===== config.mk =====
export PLATFORM = sky130hd
export DESIGN_NAME = pbit_field_accumulator
export DESIGN_NICKNAME = d
export VERILOG_FILES = /design/src/rtl/pbit_field_accumulator.sv
export SDC_FILE = /design/constraint.sdc
export NUM_CORES = 1
export LEC_CHECK = 0
export ABC_AREA = 1
export BUFFER_PORTS_ARGS = -buffer_cell sky130_fd_sc_hd__buf_2
export CAP_MARGIN = 20
export CORE_AREA = 8 8 109 111
export CTS_CLUSTER_DIAMETER = 40
export DETAILED_ROUTE_END_ITERATION = 10
export DIE_AREA = 0 0 117 119
export PLACE_DENSITY_LB_ADDON = 0.08
export REMOVE_ABC_BUFFERS = 1
export SLEW_MARGIN = 20
export SYNTH_ARGS = -nofsm -noshare
export SYNTH_HDL_FRONTEND = slang
export SYNTH_SLANG_ARGS = --single-unit

===== constraint.sdc =====
create_clock -name clk -period 3.7 [get_ports clk]
set_input_delay 0.74 -clock clk [delete_from_list [all_inputs] [get_ports clk]]
set_output_delay 0.74 -clock clk [all_outputs]
set_load 0.01 [all_outputs]

===== src/rtl/pbit_field_accumulator.sv =====
// Serial local-field accumulator feeding a p-bit cell: one neighbour per clock,
// quantised to {activation[3:0], shift[1:0]}. Optional macro PBIT_FIELD_SAT_EN adds sat_count.
module pbit_field_accumulator #(
  parameter int N_NEIGH   = 8,
  parameter int W_WIDTH   = 6,
  parameter int ACC_WIDTH = 12
) (
  input  logic                       clk,
  input  logic                       reset,
  input  logic                       w_we,
  input  logic [$clog2(N_NEIGH)-1:0] w_addr,
  input  logic [W_WIDTH-1:0]         w_data,
  input  logic                       bias_we,
  input  logic [W_WIDTH-1:0]         bias_data,
  input  logic                       beta_we,
  input  logic [1:0]                 beta_data,
  input  logic [N_NEIGH-1:0]         spins,
  input  logic                       start,
  output logic                       busy,
  output logic                       out_valid,
  input  logic                       out_ready,
  output logic [5:0]                 out_word
`ifdef PBIT_FIELD_SAT_EN
  ,
  output logic [7:0]                 sat_count
`endif
);

  // state | meaning
  // IDLE  | waiting for start, out_word held
  // ACCUM | adding +/- w[idx] for one neighbour per edge
  // QUANT | clamp acc+8 to 0..15 and register out_word
  // HOLD  | out_valid high until out_ready
  localparam logic [1:0] IDLE  = 2'd0;
  localparam logic [1:0] ACCUM = 2'd1;
  localparam logic [1:0] QUANT = 2'd2;
  localparam logic [1:0] HOLD  = 2'd3;

  localparam int IDX_W = $clog2(N_NEIGH);
  localparam logic [IDX_W-1:0] LAST_IDX = IDX_W'(N_NEIGH - 1);

  logic [1:0]               state;
  logic [W_WIDTH-1:0]       weight [N_NEIGH];
  logic [W_WIDTH-1:0]       bias_reg;
  logic [1:0]               beta_reg;
  logic [1:0]               beta_snap;
  logic [N_NEIGH-1:0]       snap;
  logic [ACC_WIDTH-1:0]     acc;
  logic [IDX_W-1:0]         idx;

  logic [W_WIDTH-1:0]       w_cur;
  logic [ACC_WIDTH-1:0]     w_ext;
  logic [ACC_WIDTH-1:0]     bias_ext;
  logic [ACC_WIDTH-1:0]     t;
  logic                     sat_lo;
  logic                     sat_hi;
  logic [3:0]               activation;

  always_comb begin
    w_cur    = weight[idx];
    w_ext    = {{(ACC_WIDTH-W_WIDTH){w_cur[W_WIDTH-1]}}, w_cur};
    bias_ext = {{(ACC_WIDTH-W_WIDTH){bias_reg[W_WIDTH-1]}}, bias_reg};
    t        = acc + ACC_WIDTH'(8);
    sat_lo   = t[ACC_WIDTH-1];
    sat_hi   = !sat_lo && (|t[ACC_WIDTH-2:4]);
    if (sat_lo)
      activation = 4'h0;
    else if (sat_hi)
      activation = 4'hF;
    else
      activation = t[3:0];
  end

  assign busy      = (state != IDLE);
  assign out_valid = (state == HOLD);

  // Configuration: writes land in any state; the accumulate path reads the
  // pre-edge weight, so a same-edge write to the active idx is not seen.
  always_ff @(posedge clk) begin
    if (reset) begin
      for (int i = 0; i < N_NEIGH; i++)
        weight[i] <= '0;
      bias_reg <= '0;
      beta_reg <= '0;
    end else begin
      if (w_we)
        weight[w_addr] <= w_data;
      if (bias_we)
        bias_reg <= bias_data;
      if (beta_we)
        beta_reg <= beta_data;
    end
  end

  always_ff @(posedge clk) begin
    if (reset) begin
      state     <= IDLE;
      snap      <= '0;
      beta_snap <= '0;
      acc       <= '0;
      idx       <= '0;
      out_word  <= 6'b100000;
    end else begin
      case (state)
        IDLE: begin
          if (start) begin
            snap      <= spins;
            beta_snap <= beta_reg;
            acc       <= bias_ext;
            idx       <= '0;
            state     <= ACCUM;
          end
        end
        ACCUM: begin
          acc <= snap[idx] ? (acc + w_ext) : (acc - w_ext);
          if (idx == LAST_IDX) begin
            idx   <= '0;
            state <= QUANT;
          end else begin
            idx <= idx + 1'b1;
          end
        end
        QUANT: begin
          out_word <= {activation, beta_snap};
          state    <= HOLD;
        end
        HOLD: begin
          if (out_ready)
            state <= IDLE;
        end
        default: state <= IDLE;
      endcase
    end
  end

`ifdef PBIT_FIELD_SAT_EN
  always_ff @(posedge clk) begin
    if (reset)
      sat_count <= '0;
    else if ((state == QUANT) && (sat_lo || sat_hi) && (sat_count != 8'hFF))
      sat_count <= sat_count + 8'd1;
  end
`endif

endmodule


==> metrics.yaml <==
run_status:
  outcome: "finished clean"
critical_path:
  crit_cells: 16
  startpoint_type: "flop"
  critical-path-top-delay-family: "compound AO/OA/AOI/OAI gates"
  worst_path_most_repeated_cell: "nand3_1"
  worst-r2r-setup-slack_ps: 380
  reg2reg_to: "acc[9]$_SDFFE_PP0P_"
  worstPathCellList: "inv_2 > nand3_1 > nand3_1 > nand2_2 > ha_1 > nand3_1 > o21ai_0 > a21boi_0 > ha_1 > a21oi_1 > o21ai_0 > a21oi_1 > o21bai_1 > or2_2 > nand3_1 > a21oi_1"
  kind_of_capture_point_of_the_worst_setup_path: "flop"
  cp_slowest_cell: "dfxtp_1"
  critPathArrivalTime_ps: 3560
  worstPathBufferInverterCount: 1
  path_class: "reg2reg"
  crit_required_ps: 3930
  ff2ff_path_depth: 16
  cpPeakStageDelay_ps: 600
  crit_fanout: 13
route:
  wl_per_cell_um: 14.22
  top_signal_layer_used: "met4"
  firstDrtPassIters: 4
  routed-via-count: 4000
  met1Wirelength_um: 5560
  postRouteWirelength_um: 11250
  drc: 0
  number_of_routed_nets_with_antenna_violations: 0
  wl_met2_um: 4955
  dr.first_iter.drc_count: 237
  met3_length_um: 525
  via_per_inst: 5.057
logic_synthesis:
  synth_area_sq_um: 4931
  synth_cells: 613
  yosysWarnings: 0
  synth_top_cells_by_count: "nor2_1, nand2_1, inv_1"
  ys_seq_elements: 92
  synth_top_flop_cell: "edfxtp_1"
  dominant_cell_by_count_in_the_synthesized_netlist: "nor2_1"
  sequential_share_of_the_synthesized_area_pct: 47.09
  edff_count_synth: 48
  async_flop_share_pct: 0
  synth_cell_types: 46
  synthDominantAreaCellType: "edfxtp_1"
  synth_top_cell_area_share_pct: 29.23
  synth.area.top_cells: "edfxtp_1, dfxtp_1, nor2_1"
  synthesis.area_per_instance_sq_um: 8.044
job:
  maxCapViolCount: 0
timing:
  period_needed_ps: 3324
  timing.final.setup_violations: 0
  report.final.hold_viol_count: 0
  max_slew_vio_count: 0
  final_min_period_over_clock_period_pct: 89.84
  worst_slew_margin_rel_pct: 49.56
  skew_ps: 8.749
  worst_pin_slew_ps: 756.6
  max_freq_ghz: 0.3008
  worst_hold_slack_ps: 466.3
  totalNegativeSetupSlack_ps: 0
  unrepaired_setup_endpoints_after_global_routing: "false"
placement:
  finalWeightedCongestion: 0.8414
  numPortBuffers: 39
  half_perimeter_wire_length_after_detailed_placement_um: 8403
global_route:
  globalRouteTotalUtil_pct: 17.39
  largest_net_degree_at_the_start_of_global_routing: 40
  grt_antenna_before_repair: 0
  grt_first_pass_wirelength_um: 19040
  globalRoute.totalOverflow: 0
  first_global_vias: 3883
cells_and_area:
  num_antenna_cells: 0
  syn2layout_area_growth_pct: 9.997
  layout_cells_sized_above_1_pct: 12.82
  num-fill-cells: 1048
  nets: 705
  largest-register: "weight"
  flip_flop_count_of_the_largest_register_after_layout: 48
  top_regs: "weight (48), acc (12), snap (8)"
pwr:
  cell_internal_pwr_mw: 2.265
  static-leakage-power_nw: 2.475
  power.share.sequential_pct: 35.3
  netSwitchingFraction_pct: 42.06
  switchingPower_mw: 1.644
  power.ir.vdd_worst_mv: 0.3149
  pwr_density_cell_nw_per_um2: 720.8
  combinationalPowerShare_pct: 46.4
  fraction_of_power_consumed_by_the_clock_network_pct: 18.3
min_path:
  worstHoldStart: "out_word[2]$_SDFFE_PP0P_"
  hold_path_end: "out_word[2]$_SDFFE_PP0P_"
  whs_path_depth: 2
  holdCritPathClass: "reg2reg"
clock_tree:
  clock_transition_at_the_register_clock_pins_on_the_worst_setup_and_hold_paths_after_cts_ps: 90
  clkSinkCount: 92
  postCtsResizedCells: 0
  root_buffer: "clkbuf_8"
  cts_max_level: 3
  clock_path_buffers: 2
  cts_buffer_count: 9
  postCtsHoldBufs: 0
  post-cts-setup-buffer-count: 0
  clk_latency_ps: 370
  cts_tree: "done"
floorplanning:
  floorplan.initialDensity_pct: 48.86
  die-area_sq_um: 13920
  die_width_um: 117
  core_region_area_sq_um: 10090
  rows: 37
  top_level_ports: 40
  die_height_um: 119
## metrics by stage
stage               util, %  std cells  power [mW]  setup WS, ps  instance area [sq um]
finish                53.74        791       3.909         376.1                   5424
detailed placement    51.61        775       3.208         290.8                   5209
global placement      51.61        775       3.178         377.7                   5209
global route          53.74        791       4.273         14.02                   5424
CTS                   53.73        791       3.928         265.6                   5423
floorplan                 -        597       2.761         377.7                   4821
## worst max path at each step
stage / to / slack (ps)
2_1_floorplan: acc[9]$_SDFFE_PP0P_ / 380
3_3_place_gp: acc[9]$_SDFFE_PP0P_ / 380
3_5_place_dp: acc[9]$_SDFFE_PP0P_ / 290
4_1_cts: acc[9]$_SDFFE_PP0P_ / 270
5_1_grt: acc[8]$_SDFFE_PP0P_ / 10
6_report: acc[9]$_SDFFE_PP0P_ / 380
## power groups by stage
stage          sequential, mW  clock, mW  combinational [mW]
2_1_floorplan            1.39          0                1.38
3_3_place_gp             1.40          0                1.78
3_5_place_dp             1.41          0                1.80
4_1_cts                  1.38      0.730                1.81
5_1_grt                  1.41      0.768                2.10
6_report                 1.38      0.714                1.81
## worst reg2reg max path, stage by stage (launching register included)
cell and delay, ps:
dfxtp_1 600, inv_2 200, nand3_1 130, nand3_1 90
nand2_2 110, ha_1 170, nand3_1 100, o21ai_0 280
a21boi_0 190, ha_1 320, a21oi_1 130, o21ai_0 140
a21oi_1 220, o21bai_1 100, or2_2 270, nand3_1 70
a21oi_1 70
## cells by family (layout without fill, tap and decap cells)
kind of cell    Yosys count  count (layout)  synth area share (%)
simple gates            282             282                 24.13
buf+inv                 100             142                 8.729
compound gates          109             109                 12.79
mux                       1               1                0.2030
fa+ha+maj                23              23                 5.988
xor+xnor                  6               6                 1.066
flops                    92              92                 47.09
## layer usage
metal,vias to the layer above,track usage (%)
li1,2083,-
met5,-,0
met2,81,25.51
met3,18,3.082
met1,1818,24.64
met4,0,6.966
## layout by cell type, fill, tap and decap left out, drive strengths merged
cell type / instances
nand2: 116
nor2: 111
inv: 84
o21ai: 55
edfxtp: 48
dfxtp: 44
nand3: 44
buf: 42
a21oi: 31
ha: 22
clkbuf: 13
a31oi: 5
o21bai: 5
xor2: 4
or2: 4
a21boi: 3
nor3: 3
xnor2: 2
a211oi: 2
a221oi: 2
clkinv: 2
mux2i: 1
o22ai: 1
o31ai: 1
nand4: 1
nor4: 1
or4: 1
o221ai: 1
o2111ai: 1
a21o: 1
nand3b: 1
o211ai: 1
fa: 1
clkinvlp: 1
## area by class of cell
cell class	count	area, sq um	area share, %
Clock buffer	13	191.4	3.529
Timing Repair Buffer	42	217.7	4.014
Tap cell	136	170.2	3.137
Clock inverter	3	22.52	0.4152
Sequential cell	92	2323	42.84
Multi-Input combinational cell	421	2178	40.16
Inverter	84	320.3	5.905
(Power assumes the default switching activity.)
